--- config.mk ---
export PLATFORM = sky130hd
export DESIGN_NAME = demux32bit1to4
export DESIGN_NICKNAME = d
export VERILOG_FILES = /design/src/rtl/demux32bit1to4.sv
export SDC_FILE = /design/constraint.sdc
export NUM_CORES = 1
export LEC_CHECK = 0
export ABC_AREA = 1
export CORE_MARGIN = 2
export CORE_UTILIZATION = 63
export CTS_BUF_LIST = sky130_fd_sc_hd__clkbuf_4
export CTS_CLUSTER_SIZE = 16
export DETAILED_ROUTE_END_ITERATION = 8
export DONT_BUFFER_PORTS = 1
export PLACE_DENSITY = 0.79
export SLEW_MARGIN = 25
export SYNTH_ARGS = -nofsm -noshare
export SYNTH_HDL_FRONTEND = slang
export SYNTH_SLANG_ARGS = --single-unit
--- constraint.sdc ---
create_clock -name Clk -period 2 [get_ports Clk]
set_input_delay 0.1 -clock Clk [delete_from_list [all_inputs] [get_ports Clk]]
set_output_delay 0.1 -clock Clk [all_outputs]
set_load 0.02 [all_outputs]
--- src/rtl/demux32bit1to4.sv ---
// ---------------------------------------------------------------------------
// demux32bit1to4 -- buffered 1-to-4 demultiplexer for 32-bit words.
//
// A single producer offers {in_data, in_sel} over a valid/ready handshake.
// Words are held in a 2-entry FIFO and presented, in strict arrival order,
// on the one output channel (A..D) named by their select value.
//
// Handshake semantics (both sides): a transfer happens on a rising Clk edge
// exactly when valid and ready are both high at that edge. A valid, once
// raised, is held with stable payload until the transfer completes.
//
// Parameters:
//   DEPTH  buffer entries (fixed at 2)
//   CNT_W  width of deliver_cnt (only meaningful with DEMUX32_DELIVER_CNT_EN)
//
// Ports:
//   Clk          rising-edge clock
//   Rst_n        asynchronous active-low reset
//   in_data      word to route
//   in_sel       destination: 0=A, 1=B, 2=C, 3=D
//   in_valid     producer offers a word
//   in_ready     buffer has space (depends only on registered state)
//   outA..outD   head-entry data on every channel (0 when empty)
//   out_valid    one-hot: bit i set when channel i holds the head word
//   out_ready    per-channel consumer accept; non-selected bits ignored
//   deliver_cnt  count of delivered words, wraps (macro builds only)
//   state_dbg    occupancy state: 0=EMPTY, 1=ONE, 2=TWO
//
// Optional feature macro: DEMUX32_DELIVER_CNT_EN adds deliver_cnt.
// ---------------------------------------------------------------------------
module demux32bit1to4 #(
  parameter int DEPTH = 2,
  parameter int CNT_W = 16
) (
  input  logic             Clk,
  input  logic             Rst_n,
  input  logic [31:0]      in_data,
  input  logic [1:0]       in_sel,
  input  logic             in_valid,
  output logic             in_ready,
  output logic [31:0]      outA,
  output logic [31:0]      outB,
  output logic [31:0]      outC,
  output logic [31:0]      outD,
  output logic [3:0]       out_valid,
  input  logic [3:0]       out_ready,
`ifdef DEMUX32_DELIVER_CNT_EN
  output logic [CNT_W-1:0] deliver_cnt,
`endif
  output logic [1:0]       state_dbg
);

  // Pointers are one bit wide, so only a two-entry buffer is meaningful.
  if (DEPTH != 2 || CNT_W < 1) begin : g_bad_cfg
    $error("demux32bit1to4: DEPTH must be 2 and CNT_W at least 1");
  end

  typedef enum logic [1:0] {
    EMPTY = 2'd0,
    ONE   = 2'd1,
    TWO   = 2'd2
  } state_t;

  state_t      state;
  state_t      state_nxt;

  logic [31:0] mem_data [DEPTH];
  logic [1:0]  mem_sel  [DEPTH];
  logic        rd_ptr;
  logic        wr_ptr;

  logic        push;
  logic        pop;
  logic [31:0] head_data;
  logic [1:0]  head_sel;

  assign head_data = mem_data[rd_ptr];
  assign head_sel  = mem_sel[rd_ptr];

  // Outputs are decoded purely from registered state.
  always_comb begin
    in_ready  = 1'b1;
    out_valid = 4'b0000;
    outA      = 32'h0;
    outB      = 32'h0;
    outC      = 32'h0;
    outD      = 32'h0;
    if (state == TWO) begin
      in_ready = 1'b0;
    end
    if (state != EMPTY) begin
      out_valid = 4'b0001 << head_sel;
      outA      = head_data;
      outB      = head_data;
      outC      = head_data;
      outD      = head_data;
    end
  end

  assign push      = in_valid & in_ready;
  // Only the ready bit of the head's own channel can complete a pop.
  assign pop       = |(out_valid & out_ready);
  assign state_dbg = state;

  // Occupancy next-state.
  always_comb begin
    state_nxt = state;
    case (state)
      EMPTY: if (push) state_nxt = ONE;
      ONE: begin
        if (push && !pop)      state_nxt = TWO;
        else if (!push && pop) state_nxt = EMPTY;
        else                   state_nxt = ONE;
      end
      TWO:     if (pop) state_nxt = ONE;
      default: state_nxt = EMPTY;
    endcase
  end

  always_ff @(posedge Clk or negedge Rst_n) begin
    if (!Rst_n) begin
      state  <= EMPTY;
      rd_ptr <= 1'b0;
      wr_ptr <= 1'b0;
      for (int i = 0; i < DEPTH; i++) begin
        mem_data[i] <= 32'h0;
        mem_sel[i]  <= 2'd0;
      end
    end else begin
      state <= state_nxt;
      if (push) begin
        mem_data[wr_ptr] <= in_data;
        mem_sel[wr_ptr]  <= in_sel;
        wr_ptr           <= ~wr_ptr;
      end
      if (pop) begin
        rd_ptr <= ~rd_ptr;
      end
    end
  end

`ifdef DEMUX32_DELIVER_CNT_EN
  // One increment per delivered word; natural wrap at 2^CNT_W.
  always_ff @(posedge Clk or negedge Rst_n) begin
    if (!Rst_n) begin
      deliver_cnt <= '0;
    end else if (pop) begin
      deliver_cnt <= deliver_cnt + 1'b1;
    end
  end
`endif

endmodule

==> results of run 1 <==
[sequential cells by signal, summed over array words and instances, names as in the netlist]
name and flops:
mem_data 64, mem_sel 4, state_dbg 2, rd_ptr 1, wr_ptr 1
[placed cells by master (no fill, tap or decap), drive strengths merged]
cell type    instances
nor2                 9
or2                  1
nand2              149
clkinvlp             2
nand3                3
clkinv               3
dfrtp               72
ha                   1
inv                 42
dlygate4sd3         37
a31oi                1
clkbuf              12
o21ai               70
a21oi               34
nand4                2
buf                 48
[cell type report]
class,instances,area (sq um)
Clock buffer,12,90.09
Inverter,43,165.2
Multi-Input combinational cell,270,1328
Timing Repair Buffer,85,1155
Tap cell,77,96.34
Sequential cell,72,1803
Fill cell,420,1583
Clock inverter,4,21.27
[worst reg2reg max path: cells and delay by family (launching register included)]
kind / cells / cell delay [ns]
flops: 1 / 0.47
buf+inv: 2 / 0.69
simple gates: 6 / 0.51
compound gates: 1 / 0.16
[how the worst min path moves through the flow]
stage,start,end,slack (ns),depth (start not counted)
finish,out_ready[3],rd_ptr$_DFFE_PN0P_,0.04,4
global route,out_ready[2],rd_ptr$_DFFE_PN0P_,0.05,4
CTS,out_ready[3],rd_ptr$_DFFE_PN0P_,0.01,4
detailed placement,Rst_n,state_dbg[1]$_DFFE_PN0P_,-0.19,0
global placement,Rst_n,state_dbg[1]$_DFFE_PN0P_,-0.19,0
floorplan,Rst_n,mem_data[0]$_DFFE_PN0P_,-0.20,0
[routing by layer]
metal,vias up,routed length (um),part of all wire (%),track usage [%]
li1,1433,-,-,-
met4,0,148,1.8,9.677
met2,87,4309,53,42.33
met5,-,0,0,0
met3,14,350,4.3,3.066
met1,1419,3345,41,28.89
[cells by family after synthesis]
kind of cell,Yosys count,synth area share [%]
simple gates,164,15.94
flops,72,45.10
buf+inv,164,24.99
compound gates,105,13.65
fa+ha+maj,1,0.3131
[through the flow]
stage	hold slack, ns	setup slack, ns	std cells	cell area [sq um]	utilization (%)
final	0.04341	0.09052	563	4658	74.64
after detailed placement	-0.1944	0.1614	508	4130	66.18
after global routing	0.05384	0.0004023	563	4658	74.64
after CTS	0.01128	0.005266	562	4639	74.34
after global placement	-0.1941	0.2117	508	4130	66.18
after floorplan	-0.1956	0.1947	506	3995	-
[synth_stat cells, types with 5 or more instances]
master    count  area [sq um]
a21oi_1      34         170.2
buf_2         5         25.02
buf_4        96         720.7
clkbuf_1     14         52.55
dfrtp_1      72          1802
inv_1        41         153.9
nand2_1     149         559.3
nor2_1        7         26.28
o21ai_0      60         300.3
o21ai_1       5         25.02
o21ai_2       5         43.79
[what timing repair did]
item                                    in CTS  in global routing
hold buffers                                38                  0
endpoints found under the hold margin      141                  0
setup buffers                                0                  1
endpoints found under the setup margin       0                  4
resized for setup                            0                  5
==> results_dict.tcl, run 1 <==
set metrics [dict create \
    finalHoldViolations 0 \
    area_delta_synth_final_pct 16.60 \
    dr.first_iter.drc_count 213 \
    drive_above_1_share_pct 22.43 \
    grt_pass1_vias 2974 \
    status "complete, no violations" \
    max_slew_margin_pct 73.04 \
    rows 29 \
    fp.dieH_um 83.63 \
    die_area_sq_mm 0.006994 \
    io_buffer_count 0 \
    critPathLaunch "rd_ptr$_DFFE_PN0P_" \
    r2r_slack_ns 0.09 \
    netlist_instances 506 \
    crit_chain "clkinvlp_4 > nand2_1 > nand2_1 > nor2_2 > nand3_1 > nand2_1 > dlygate4sd3_1 > o21ai_0 > nand2_1" \
    via_per_inst 5.245 \
    startpoint_type "flop" \
    grt_max_degree 73 \
    syn_area_per_cell_sq_um 7.895 \
    rsz0062_at_grt "false" \
    worstRegToRegCells 9 \
    critPathCaptureType "flop" \
    synth_ff_type "dfrtp_1" \
    clk_path_buf_depth 2 \
    worst_slew_pin_slew_ns 0.4045 \
    setup_viol 0 \
    grt.overflow.total 0 \
    grt_use_total_pct 23.68 \
    synth_edf_count 0 \
    worst_ep_arrival_time_ns 2.18 \
    cp_num_buf_inv 2 \
    synth_area_sq_mm 0.003995 \
    slew_violations 0 \
    postRouteAntennaNets 0 \
    grt_pass1_wl_mm 13.40 \
    final.period_utilization_pct 95.47 \
    ys_types 23 \
    critPathTopFamily "buffers and inverters" \
    clock_sinks 72 \
    drc 0 \
    n_antenna_cell 0 \
    wl_per_cell_um 14.48 \
    nNetsFinal 523 \
    cp_data_required_time_ns 2.27 \
    coreArea_sq_mm 0.006241 \
    min_path_type "in2reg" \
    fmax_mhz 523.7 \
    tns_ns 0 \
    worstPathMaxFanout 5 \
    path_clk_slew_ns 0.10 \
    dp_hpwl_mm 5.128 \
    yosys_register_bits 72 \
    critical_path_class "reg2reg" \
    cts_tree "yes" \
    endpoint "rd_ptr$_DFFE_PN0P_" \
    syn_nets 548 \
    clk_latency_ns 0.39 \
    htreeDepth 3 \
    place_congestion 0.7714 \
    async_flop_share_pct 100.0 \
    crit-reg2reg-launch "rd_ptr$_DFFE_PN0P_" \
    layout_min_cycle_time_ns 1.909 \
    grt_antenna_before_repair 0 \
    routed_wl_mm 8.154 \
    slowest_delay_ns 0.56 \
    num_vias 2953 \
    worstReg2RegEnd "rd_ptr$_DFFE_PN0P_" \
    finalClockSkew_ns 0.01402 \
    cp_common_cell "nand2_1" \
    drv_cap 0 \
    ios 176 \
    cts_root_buffer "clkbuf_4" \
    cp_slowest_cell "dlygate4sd3_1" \
    ys_seq_area_share_pct 45.10 \
    drtPass1Iterations 5 \
    numCtsBuffers 9 \
    yosysWarningCount 0 \
    start_util_pct 64.01 \
    die_w_um 83.63 \
    cp.depth 9 \
]
Power of run 1 is left out: the tool's default activity adds up to more than one toggle a clock period on the data nets, which glitch-free logic cannot reach.
==> inputs of run 2 (changes only) <==
Settings changed: CORE_UTILIZATION 63 to 35, PLACE_DENSITY 0.79 to unset.
==> run 2 against run 1 <==
Net effect:
- clock-buffer cell count is 2 lower
- via count is 1.4% lower
- die area is 76% higher
- final cell count is 12% higher
- first-iteration DRC count is 30% lower
- register-to-register slack hardly changed
- non-clock buffer count is 1 higher
- worst hold slack worse by 0.014 ns
- sequential share of layout area is 0.96 points lower
- critical endpoint unchanged
==> results_dict.tcl, run 2 (synthesis gave the netlist of run 1 again) <==
set metrics [dict create \
    crit_chain "clkinv_1 > nand2_1 > nand2_1 > nor2_2 > nand3_1 > nand2_1 > dlygate4sd3_1 > o21ai_0 > nand2_1" \
    die_area_sq_mm 0.01229 \
    finalHoldViolations 0 \
    drv_cap 0 \
    drc 0 \
    min_path_type "in2reg" \
    cp_data_required_time_ns 2.34 \
    final.period_utilization_pct 96.06 \
    cp_common_cell "nand2_1" \
    finalClockSkew_ns 0.02011 \
    nNetsFinal 524 \
    slowest_delay_ns 0.55 \
    cp_num_buf_inv 2 \
    start_util_pct 35.44 \
    regMostFlops "mem_data" \
    coreArea_sq_mm 0.01127 \
    seq_area_sq_mm 0.001803 \
    startpoint_type "flop" \
    path_clk_slew_ns 0.10 \
    slew_violations 0 \
    critical_path_class "reg2reg" \
    r2r_slack_ns 0.08 \
    n_antenna_cell 0 \
    tns_ns 0 \
    layout_min_cycle_time_ns 1.921 \
    grt_max_degree 73 \
    routed_wl_mm 7.925 \
    postRouteAntennaNets 0 \
    cp_slowest_cell "dlygate4sd3_1" \
    fp.dieH_um 110.8 \
    clock_sinks 72 \
    die_w_um 110.8 \
    holdPathStages 5 \
    leakagePower_nw 2.219 \
    worstRegToRegCells 9 \
    worst_slew_pin_slew_ns 0.4671 \
    multi_input_area_sq_mm 0.001328 \
    cts_root_buffer "clkbuf_4" \
    clk_path_buf_depth 2 \
    drive_above_1_share_pct 22.38 \
    rows 39 \
    grt_pass1_vias 2959 \
    dpl.cell_count 576 \
    worstPathMaxFanout 8 \
    worst_ep_arrival_time_ns 2.26 \
    wl_per_cell_um 12.58 \
    vdd_ir_drop_max_mv 0.8269 \
    max_slew_margin_pct 68.53 \
    largest_reg_flops 64 \
    crit-reg2reg-launch "rd_ptr$_DFFE_PN0P_" \
    grt_antenna_before_repair 0 \
    fin_cells 630 \
    holdCritStartpoint "in_valid" \
    critPathCaptureType "flop" \
    fillers 1096 \
    dr.first_iter.drc_count 149 \
    status "complete, no violations" \
    cts_tree "yes" \
    io_buffer_count 0 \
    via_per_inst 4.622 \
    num_vias 2912 \
    grt_use_total_pct 13.43 \
    numCtsBuffers 9 \
    dp_hpwl_mm 5.255 \
    grt_pass1_wl_mm 13.50 \
    min_to "wr_ptr$_DFFE_PN0N_" \
    critPathTopFamily "buffers and inverters" \
    final_common_cell "nand2_1" \
    setup_viol 0 \
    grt.overflow.total 0 \
    area_delta_synth_final_pct 19.57 \
    power_density_mw_per_mm2 2091 \
    htreeDepth 3 \
    clk_latency_ns 0.42 \
    place_congestion 0.7236 \
    worstReg2RegEnd "rd_ptr$_DFFE_PN0P_" \
    ios 176 \
    rsz0062_at_grt "false" \
    fmax_mhz 520.5 \
    cp.depth 9 \
    final_cell_mix "nand2_1, dfrtp_1, o21ai_0" \
    post_cts_buffers 0 \
    drtPass1Iterations 4 \
]
## run 2: repair_timing
action / CTS / global route
hold endpoints to repair: 141 / 0
gates resized for setup: 0 / 2
hold buffers: 38 / 0
setup endpoints to repair: 0 / 7
## run 2: final cells by class
cell class | count | area share, %
Clock inverter | 6 | 1.257
Clock buffer | 10 | 1.572
Inverter | 43 | 3.379
Sequential cell | 72 | 37.74
Multi-Input combinational cell | 270 | 27.79
Timing Repair Buffer | 86 | 24.52
Tap cell | 143 | 3.745
## run 2: metal layers
metal,GRT usage (%),part of all wire [%],vias up
li1,-,-,1436
met5,0,0,-
met1,16.19,44,1391
met2,22.99,50,78
met4,4.500,1.1,0
met3,3.937,5.3,7
## run 2: report_power, final
group	internal (mW)	switching [mW]	leakage (nW)
logic	2.36	4.22	1.25
registers	2.14	0.376	0.892
clock network	0.389	0.509	0.0738
## run 2: worst reg2reg max path: stages (launching register included)
cell and delay [ns]:
dfrtp_2 0.44, clkinv_1 0.15, nand2_1 0.09, nand2_1 0.11, nor2_2 0.16, nand3_1 0.10, nand2_1 0.11, dlygate4sd3_1 0.55
o21ai_0 0.08, nand2_1 0.08
## run 2: stage by stage
stage	area (sq um)	worst slack [ns]	hold slack, ns	util, %	power [mW]
finish	4777	0.07884	0.02989	42.38	9.989
global route	4777	0.007677	0.02278	42.38	10.66
CTS	4773	0.05712	0.01164	42.35	10.08
detailed placement	4240	0.1412	-0.1932	37.62	9.051
global placement	4240	0.2650	-0.1931	37.62	8.939
floorplan	3995	0.1947	-0.1956	-	7.882
## run 2: worst max path at each step
stage	startpoint	endpoint
6_report	rd_ptr$_DFFE_PN0P_	rd_ptr$_DFFE_PN0P_
5_1_grt	rd_ptr$_DFFE_PN0P_	outA[6]
4_1_cts	rd_ptr$_DFFE_PN0P_	rd_ptr$_DFFE_PN0P_
3_5_place_dp	rd_ptr$_DFFE_PN0P_	state_dbg[0]$_DFFE_PN0P_
3_3_place_gp	rd_ptr$_DFFE_PN0P_	state_dbg[0]$_DFFE_PN0P_
2_1_floorplan	state_dbg[0]$_DFFE_PN0P_	state_dbg[0]$_DFFE_PN0P_
(Power assumes the default switching activity.)
